File: config.mk
export PLATFORM = sky130hd
export DESIGN_NAME = hit_responder
export DESIGN_NICKNAME = d
export VERILOG_FILES = /design/src/rtl/hit_responder.sv
export SDC_FILE = /design/constraint.sdc
export NUM_CORES = 1
export LEC_CHECK = 0
export ABC_AREA = 1
export CAP_MARGIN = 20
export CORE_MARGIN = 2
export CORE_UTILIZATION = 25
export DETAILED_ROUTE_END_ITERATION = 8
export PLACE_DENSITY = 0.47
export SLEW_MARGIN = 20
export SYNTH_ARGS = -nofsm -noshare
export SYNTH_HDL_FRONTEND = slang
export SYNTH_SLANG_ARGS = --single-unit
File: constraint.sdc
create_clock -name frame_clk -period 1.97 [get_ports frame_clk]
set_clock_uncertainty 0.05 [all_clocks]
set_input_delay 0.394 -clock frame_clk [delete_from_list [all_inputs] [get_ports frame_clk]]
set_output_delay 0.394 -clock frame_clk [all_outputs]
set_load 0.01 [all_outputs]
File: src/rtl/hit_responder.sv
// hit_responder: per-player bullet hit detection, health, invulnerability, flash and game-over (optional HIT_REGEN_EN health regeneration)
module hit_responder #(
  parameter int MAX_HEALTH    = 3,
  parameter int INVULN_FRAMES = 60,
  parameter int BLINK_PERIOD  = 8,
  parameter int REGEN_FRAMES  = 300
) (
  input  logic       frame_clk,
  input  logic       Reset_n,
  input  logic       game_restart,
  input  logic       bullet_on,
  input  logic [9:0] BulletX,
  input  logic [9:0] BulletY,
  input  logic [9:0] BulletS,
  input  logic [9:0] PlayerX,
  input  logic [9:0] PlayerY,
  input  logic [9:0] PlayerS,
  output logic       player_hit,
  output logic [2:0] health,
  output logic       invuln,
  output logic       flash,
  output logic       game_over
);
  localparam int FB = $clog2(BLINK_PERIOD);
  localparam int CW = $clog2(INVULN_FRAMES + 2 * BLINK_PERIOD);
  localparam logic [2:0] HMAX = 3'(MAX_HEALTH);
  if (MAX_HEALTH < 1 || MAX_HEALTH > 7 || INVULN_FRAMES < 1 || REGEN_FRAMES < 1 ||
      BLINK_PERIOD < 1 || (BLINK_PERIOD & (BLINK_PERIOD - 1)) != 0) begin : g_bad_params
    $error("hit_responder: illegal parameter value");
  end
  typedef enum logic [1:0] {ALIVE, INVULN, DEAD} state_t;
  state_t state_q, state_d;
  logic [2:0] health_q, health_d;
  logic [CW-1:0] cnt_q, cnt_d;
  logic armed_q, armed_d, hit_q, hit_d;
  logic [10:0] dx, dy, sum;
  logic overlap, hit_now;
`ifdef HIT_REGEN_EN
  localparam int RW = (REGEN_FRAMES > 1) ? $clog2(REGEN_FRAMES) : 1;
  logic [RW-1:0] regen_q, regen_d;
`endif
  assign dx = (BulletX >= PlayerX) ? {1'b0, BulletX - PlayerX} : {1'b0, PlayerX - BulletX};
  assign dy = (BulletY >= PlayerY) ? {1'b0, BulletY - PlayerY} : {1'b0, PlayerY - BulletY};
  assign sum = {1'b0, BulletS} + {1'b0, PlayerS};
  assign overlap = bullet_on && dx < sum && dy < sum;
  assign hit_now = overlap && armed_q && state_q != DEAD;
  assign player_hit = hit_q;
  assign health = health_q;
  assign invuln = state_q == INVULN;
  assign game_over = state_q == DEAD;
  assign flash = invuln & cnt_q[FB];
  // next state: damage/absorb on hits, invulnerability countdown, regen, restart override
  always_comb begin
    state_d = state_q;
    health_d = health_q;
    cnt_d = cnt_q;
    hit_d = hit_now;
    armed_d = !bullet_on ? 1'b1 : hit_now ? 1'b0 : armed_q;
    if (state_q == ALIVE && hit_now) begin
      state_d = (health_q == 3'd1) ? DEAD : INVULN;
      health_d = health_q - 3'd1;
      cnt_d = CW'(INVULN_FRAMES - 1);
    end else if (state_q == INVULN) begin
      state_d = (cnt_q == '0) ? ALIVE : INVULN;
      cnt_d = (cnt_q == '0) ? '0 : cnt_q - CW'(1);
    end
`ifdef HIT_REGEN_EN
    regen_d = '0;
    if (state_q == ALIVE && !hit_now && health_q < HMAX) begin
      regen_d = (regen_q == RW'(REGEN_FRAMES - 1)) ? '0 : regen_q + RW'(1);
      health_d = (regen_q == RW'(REGEN_FRAMES - 1)) ? health_q + 3'd1 : health_q;
    end
`endif
    if (game_restart) begin
      state_d = ALIVE;
      health_d = HMAX;
      cnt_d = '0;
      hit_d = 1'b0;
      armed_d = 1'b1;
`ifdef HIT_REGEN_EN
      regen_d = '0;
`endif
    end
  end
  // state registers with asynchronous reset
  always_ff @(posedge frame_clk or negedge Reset_n) begin
    if (!Reset_n) begin
      state_q <= ALIVE;
      health_q <= HMAX;
      cnt_q <= '0;
      armed_q <= 1'b1;
      hit_q <= 1'b0;
`ifdef HIT_REGEN_EN
      regen_q <= '0;
`endif
    end else begin
      state_q <= state_d;
      health_q <= health_d;
      cnt_q <= cnt_d;
      armed_q <= armed_d;
      hit_q <= hit_d;
`ifdef HIT_REGEN_EN
      regen_q <= regen_d;
`endif
    end
  end
endmodule

---- After elaboration in Yosys (flattened, before gate mapping) ----
Cells that the tools add are included.
storage, ports and cells
  flip-flop bits (word level) ............. 14
  bits of input ports ..................... 64
  output and inout port bits .............. 7
  logic and storage cells ................. 48
operators by class
  add/sub/neg operators ................... 7
  magnitude comparators ................... 4
  equality and inequality tests ........... 5
  mux-type cells .......................... 17
  bitwise logic cells ..................... 1
  reductions and logical operators ........ 9
operators with widths
  kind                                                                     number
  10-bit subtractor                                                        4
  7-bit two-way mux                                                        4
  10-bit by 11-bit less-than comparator with 1-bit output                  2
  10-bit greater-or-equal comparator                                       2
  10-bit two-way mux                                                       2
  10-bit by 10-bit adder with 11-bit output                                1
  2-bit two-way mux                                                        4
  7-bit zero test                                                          1
  7-bit by 1-bit subtractor with 7-bit output, second input constant       1
  3-bit two-way mux                                                        2
  1-bit logical AND                                                        5
  1-bit two-way mux                                                        5
  3-bit by 1-bit == test with 1-bit output, second input constant          1
  3-bit by 2-bit inequality test with 1-bit output, second input constant  1
  3-bit nonzero test                                                       1
  3-bit by 1-bit subtractor with 3-bit output, second input constant       1
  2-bit by 1-bit == test with 1-bit output, second input constant          1
  2-bit == test, second input constant                                     1
  2-bit zero test                                                          1
  2-bit inequality test, second input constant                             1
  2-bit nonzero test                                                       1
  1-bit bitwise AND                                                        1

---- Depth between registers and ports, before layout ----
Gate-level depths: netlist of run 1.
  depth after elaboration ................. 10
  depth in mapped cells ................... 27
  mapped depth without buffers ............ 27

---- Worst setup path after synthesis of run 1 ----
Ideal clock, no wire load.
  path type ............................... input -> register
  from .................................... in BulletX[5]
  to ...................................... reg health_q[0] (netlist: health[0])
  library setup time ...................... 0.085 ns
  data arrival time ....................... 3.010 ns
  required time ........................... 1.835 ns
  setup slack ............................. -1.176 ns
  stages .................................. 23
  buffers on the path ..................... 3
  path through ............................ inv_1 ha_1 buf_6 a21oi_4 o21ai_2 a221oi_2 nand3_2 buf_6 mux2i_1 ha_1 nand2_1 inv_1 a21oi_1 nand2_1 nand2_1 nand2_1 nand2_1 nand3_1 nand2_1 nand3_2 buf_4 a21oi_1 o21ai_0
on the way
  cells in the longest elaborated chain, start to end .. 9
  elaborated cells between the ends (all ways) .. 11
  those cells by class .................... add/sub: 2; order compare: 2; mux: 1; reduce/logical: 6
RTL lines
  what                                                                            line  source
  from (decl)                                                                     12    input logic [9:0] BulletX,
  10-bit subtractor / 10-bit greater-or-equal comparator (equally long branches)  42    assign dx = (BulletX >= PlayerX) ? {1'b0, BulletX - PlayerX} : {1'b0, PlayerX - BulletX};
  10-bit two-way mux (*)                                                          42
  10-bit by 11-bit less-than comparator with 1-bit output (*)                     45    assign overlap = bullet_on && dx < sum && dy < sum;
  1-bit logical AND (*) (2 in a row)                                              45
  1-bit logical AND (*) (2 in a row)                                              46    assign hit_now = overlap && armed_q && state_q != DEAD;
  1-bit logical AND (*)                                                           59    if (state_q == ALIVE && hit_now) begin
  2-bit nonzero test (no source line) (*)                                         n/a
  to (signal assigned)                                                            98    health_q <= health_d;
  to (decl)                                                                       33    logic [2:0] health_q, health_d;
Mark *: on every way between the ends. The rest lies on a longest branch, timed or not.
A chain may end at the register's enable or synchronous reset.

---- Final worst setup path of run 1 ----
  from .................................... in PlayerY[3]
  to ...................................... reg health_q[0] (netlist: health[0])
on the way
  cells in the longest elaborated chain, start to end .. 8
  elaborated cells between the ends (all ways) .. 10
  those cells by class .................... add/sub: 2; order compare: 2; mux: 1; reduce/logical: 5
RTL lines
  what                                                                            line  source
  from (decl)                                                                     16    input logic [9:0] PlayerY,
  10-bit subtractor / 10-bit greater-or-equal comparator (equally long branches)  43    assign dy = (BulletY >= PlayerY) ? {1'b0, BulletY - PlayerY} : {1'b0, PlayerY - BulletY};
  10-bit two-way mux (*)                                                          43
  10-bit by 11-bit less-than comparator with 1-bit output (*)                     45
  1-bit logical AND (*)                                                           45
  1-bit logical AND (*) (2 in a row)                                              46
  1-bit logical AND (*)                                                           59
  2-bit nonzero test (no source line) (*)                                         n/a
Marks and branches as above.

==> impl_metrics.toml, run 1 <==
[run_status]
status = "finished with violations"
violations = "setup timing"

[critical_path]
startpoint = "PlayerY[3]"
cp-end-kind = "flip-flop"
cp_max_fo = 5
regToRegStartpoint = "cnt_q[0]"
crit_type = "in2reg"
start_kind = "input pin"
worstPathRequired_ns = 2.09
arrival_ns = 3.23

[die]
num_io_pins = 71
num_rows = 43
core_region_area_um2 = 13900
die_h_um = 124
die_area_um2 = 15300
die_x_um = 124
initial_core_util = 0.257

[cells_and_area]
antenna-diode-count = 0
post-route-util = 0.464
final_cell_count_no_fill = 932
fill_cells = 1389
multi_input_area_um2 = 3570
area_growth_pct = 81.0
regArea_um2 = 354
post-route-cell-area_um2 = 6470
nets = 891
drive_gt1_frac = 0.480

[logic_synthesis]
ys.flop_type = "dfrtp_1"
synth_edf_count = 0
ys_seq_area_frac = 0.0990
synth.most_common_cell = "inv_1"
ys_ff_latch = 14
synthesis.area_um2 = 3580
async_reset_ff_frac = 1.00
syn-mean-instance-area_um2 = 6.73
synth_cell_types = 40
synth_top_cells_by_count = "inv_1 (105), nand2_1 (101), ha_1 (69)"
synth_top_area_share = 0.241
ys_top_cells_by_area = "ha_1 (24%), inv_1 (11%), nand2_1 (11%)"
synthCells = 531
synth_fp_nets = 669
synth_top_area_cell = "ha_1"
ys_warn_count = 0

[sta]
rsz0062_at_grt = "yes"
max_freq_mhz = 321
fin_setup_tns_ns = -15.46
hold_slack_ns = 0.433
hold_violations = 0
period_needed_ns = 3.11
slew_headroom = 0.565
setup_viol = 14
maxSlewViolCount = 0
period_share = 1.58
worst_slack_ns = -1.14
worstMarginPinSlew_ns = 0.650

[global_route]
grt_pass1_wl_um = 19100
grt_max_degree = 15
grt_pass1_vias = 4191
grt-ovfl-total = 0
antenna_found_initial = 0
grt_usage = 0.151

[detailed_routing]
drc_errors = 0
first_iter_violations = 123
num_vias = 4158
via_per_inst = 4.46
drtAntennaViolNets = 0
wl_per_cell_um = 12.2
drt-total-wl_um = 11400
drtPass1Iterations = 4

[clock_tree]
hold_buffers = 0
h-tree-depth = 1
cts_root_buf = "clkbuf_16"
cts_tree = "built"
cts_made_buffers = 3
clk_pin_slew_worst_paths_ns = 0.05
clock-sinks = 14
insertion_delay_ns = 0.24
cts_buffer_depth = 2

[job]
max_cap_viol_count = 0

[placed_design]
port_buffers = 70
place_ws_ns = -2.00
placedCellCount = 888
post_dp_cell_area_um2 = 5500
gp_congestion = 0.881
hpwlAfterDp_um = 9040

[pwr]
p_per_area_nw_per_um2 = 581
p_total_mw = 3.76
vdd_drop_max_uv = 448
p_leak_nw = 3.20

[hold_path]
worstHoldStart = "armed_q"
min_path_type = "reg2reg"
==> layer usage <==
| layer | up-vias | track usage | part of all wire |
|---|---|---|---|
| met5 | - | 0 | 0 |
| met2 | 78 | 0.264 | 0.48 |
| met1 | 1901 | 0.209 | 0.48 |
| li1 | 2171 | - | - |
| met4 | 0 | 0.0142 | 0.0071 |
| met3 | 8 | 0.0114 | 0.034 |
==> registers in the layout, indices dropped and copies added, names as in the netlist <==
signal,flops
player_hit,1
health,3
cnt_q,7
state_q,2
armed_q,1
==> final cells by class <==
type | count | share of cell area
Timing Repair Buffer | 223 | 0.279
Tap cell | 180 | 0.0348
Clock buffer | 4 | 0.0137
Inverter | 107 | 0.0655
Multi-Input combinational cell | 404 | 0.552
Sequential cell | 14 | 0.0547
==> cell usage in the layout (no fill, tap or decap), types with 10 or more instances in the layout <==
| master | netlist | routed |
|---|---|---|
| buf_4 | 2 | 143 |
| nand2_1 | 101 | 80 |
| inv_1 | 105 | 66 |
| nor2_1 | 42 | 35 |
| xor2_1 | 35 | 34 |
| inv_2 | 1 | 32 |
| ha_1 | 69 | 32 |
| ha_4 | 0 | 29 |
| a21oi_1 | 40 | 26 |
| clkdlybuf4s50_1 | 0 | 20 |
| buf_2 | 2 | 19 |
| o21ai_2 | 4 | 18 |
| o21ai_1 | 5 | 16 |
| buf_6 | 3 | 16 |
| a21oi_2 | 1 | 13 |
| nand3_1 | 18 | 12 |
| o21ai_0 | 36 | 11 |
| nand2_2 | 0 | 11 |
| dfrtp_1 | 11 | 11 |
| dlygate4sd2_1 | 0 | 11 |
| nand2_4 | 0 | 10 |
==> logic make-up after synthesis <==
group / count (synthesis) / share of synthesized area
AND/OR/NAND/NOR: 174 / 0.201
buffers and inverters: 114 / 0.129
AO/OA/AOI/OAI: 108 / 0.182
adder cells (fa/ha/maj): 74 / 0.269
XOR/XNOR: 40 / 0.0980
flip-flops: 14 / 0.0990
multiplexers: 7 / 0.0217
==> worst max-delay path: stages <==
cell             delay (ns)
clkdlybuf4s15_2        0.21
ha_4                   0.31
nand2_1                0.10
nor2_2                 0.16
nand3_4                0.10
buf_4                  0.16
nand4_4                0.12
buf_4                  0.15
mux2_2                 0.33
inv_1                  0.06
ha_1                   0.23
nand2_1                0.07
inv_1                  0.03
nand2_1                0.05
nand2_1                0.05
nand2_1                0.06
nand3_1                0.08
nand2_2                0.10
nand3_4                0.11
buf_6                  0.17
a21oi_2                0.11
o21ai_1                0.07
==> timing repair <==
| action | 4_1_cts | 5_1_grt |
|---|---|---|
| gates cloned | 1 | 0 |
| buffers inserted | 29 | 10 |
| pin swaps | 95 | 45 |
| gates resized for setup | 295 | 38 |
| setup endpoints to repair | 14 | 16 |
==> power by group <==
group / total [mW] / internal, mW / switching (mW)
sequential: 0.474 / 0.394 / 0.0809
clock: 0.430 / 0.308 / 0.122
combinational: 2.85 / 1.39 / 1.46
==> worst paths after layout <==
kind / slack, ns / endpoint / depth (start not counted)
worst max-delay path: -1.14 / health[0] / 22
worst min-delay path: 0.43 / armed_q / 2
worst max register to register: 0.36 / cnt_q[2] / 7
worst min register to register: 0.43 / armed_q / 2
max in group asynchronous: 0.95 / health[2] / 1
min in group asynchronous: 0.50 / state_q[0] / 1
No activity file was read; power rests on OpenSTA's default activity.
==> run 2: changes to the inputs <==
TNS_END_PERCENT = 30   (was default)
==> run 2 against run 1 <==
Critical path type unchanged. The run still ends with setup timing left. Via count shrank 2.1%. Cell count is 1.9% lower. Critical path depth is 3 higher.
==> impl_metrics.toml, run 2 (synthesized netlist as in run 1, its figures left out) <==
[clock_tree]
cts_buffer_depth = 2
insertion_delay_ns = 0.25
cts_tree = "built"
clk_pin_slew_worst_paths_ns = 0.05
cts_made_buffers = 3
h-tree-depth = 1
hold_buffers = 0
cts_root_buf = "clkbuf_16"
clock-sinks = 14

[global_route]
antenna_found_initial = 0
grt_max_degree = 15
grt_pass1_wl_um = 18700
grt-ovfl-total = 0
grt_usage = 0.148
grt_pass1_vias = 4162

[detailed_routing]
drt-total-wl_um = 11100
wl_per_cell_um = 12.2
drtPass1Iterations = 4
drc_errors = 0
drtAntennaViolNets = 0
via_per_inst = 4.45
first_iter_violations = 136
num_vias = 4071

[cells_and_area]
antenna-diode-count = 0
largest_reg_flops = 7
drive_gt1_frac = 0.474
area_growth_pct = 77.7
final_cell_count_no_fill = 914
post-route-cell-area_um2 = 6350
layout_commonest_cell = "buf_4"
max_flop_register = "cnt_q"
layout_common_cells = "buf_4 (121), nand2_1 (82), inv_1 (66)"
nets = 873

[die]
die_x_um = 124
num_rows = 43
core_region_area_um2 = 13900
die_h_um = 124
die_area_um2 = 15300
num_io_pins = 71
initial_core_util = 0.257

[critical_path]
rr_worst_depth = 7
regToRegSetupSlack_ns = 0.42
critPathMaxStageDelay_ns = 0.29
worstPathRequired_ns = 2.11
regToRegStartpoint = "cnt_q[0]"
cp-end-kind = "flip-flop"
cpMostUsedCell = "nand2_1"
crit_type = "in2reg"
arrival_ns = 3.19
start_kind = "input pin"
cpMaxStageDelayCell = "ha_1"
rr_endpoint = "cnt_q[2]"
cp_max_fo = 6

[sta]
hold_slack_ns = 0.417
period_share = 1.55
maxSlewViolCount = 0
worst_slack_ns = -1.08
worstMarginPinSlew_ns = 0.350
hold_violations = 0
slew_headroom = 0.765
rsz0062_at_grt = "yes"
max_freq_mhz = 328
setup_viol = 14
period_needed_ns = 3.05

[placed_design]
place_ws_ns = -1.95
placedCellCount = 887
port_buffers = 70
gp_congestion = 0.889
hpwlAfterDp_um = 8940
post_dp_cell_area_um2 = 5480

[hold_path]
min_path_type = "in2async"

[run_status]
status = "finished with violations"
violations = "setup timing"

[job]
max_cap_viol_count = 0

[pwr]
p_per_area_nw_per_um2 = 583
vdd_drop_max_uv = 329
p_total_mw = 3.71
p_leak_nw = 3.11
## run 2: changes by cell type in the layout (fill, tap and decap cells not counted), sizes merged
cell / delta
clkbuf: +9
buf: -21
clkdlybuf4s50: -4
dlymetal6s2s: -1
dlygate4sd2: +3
clkdlybuf4s15: -4
## run 2: critical path, delay by kind of cell
kind / cells / cell delay [ns]
AND/OR/NAND/NOR: 16 / 1.22
adder cells (fa/ha/maj): 2 / 0.55
AO/OA/AOI/OAI: 5 / 0.74
buffers and inverters: 2 / 0.29
## run 2: power breakdown
part           total [mW]  internal (mW)  switching (mW)
Sequential          0.474          0.394          0.0808
Combinational        2.80           1.35            1.45
Clock               0.432          0.308           0.124
Total                3.70           2.05            1.65
## run 2: layout make-up
type / instances / area, um2
tap: 180 / 225
multi-input combinational: 404 / 3640
fill: 1392 / 7580
timing repair buffer: 205 / 1620
sequential: 14 / 354
inverter: 107 / 422
clock buffer: 4 / 88.8
## run 2: worst max-delay path by stage
stage	slack, ns	start	cells past startpoint	end
after floorplan	-1.06	PlayerX[5]	25	cnt_q[0]
after global placement	-1.90	BulletX[4]	24	cnt_q[3]
after detailed placement	-1.95	BulletX[4]	24	cnt_q[1]
after CTS	-1.10	BulletY[7]	25	cnt_q[3]
after global routing	-1.33	BulletY[7]	25	cnt_q[3]
final	-1.08	PlayerX[3]	25	state_q[0]
## run 2: layer usage
layer / vias to the layer above / wire (um) / GRT usage
li1: 2132 / - / -
met1: 1872 / 5460 / 0.207
met2: 58 / 5290 / 0.258
met3: 9 / 292 / 0.00687
met4: 0 / 74 / 0.0227
met5: - / 0 / 0
## run 2: what timing repair did
item,CTS,global route
buffers inserted,21,1
cloned,2,0
pin swaps,104,37
resized for setup,313,32
endpoints found under the setup margin,15,15
## run 2: metrics by stage
stage,setup TNS [ns],utilization
floorplan,-13.80,-
global placement,-25.81,0.393
detailed placement,-26.39,0.393
CTS,-14.71,0.452
global route,-17.57,0.456
finish,-14.47,0.456
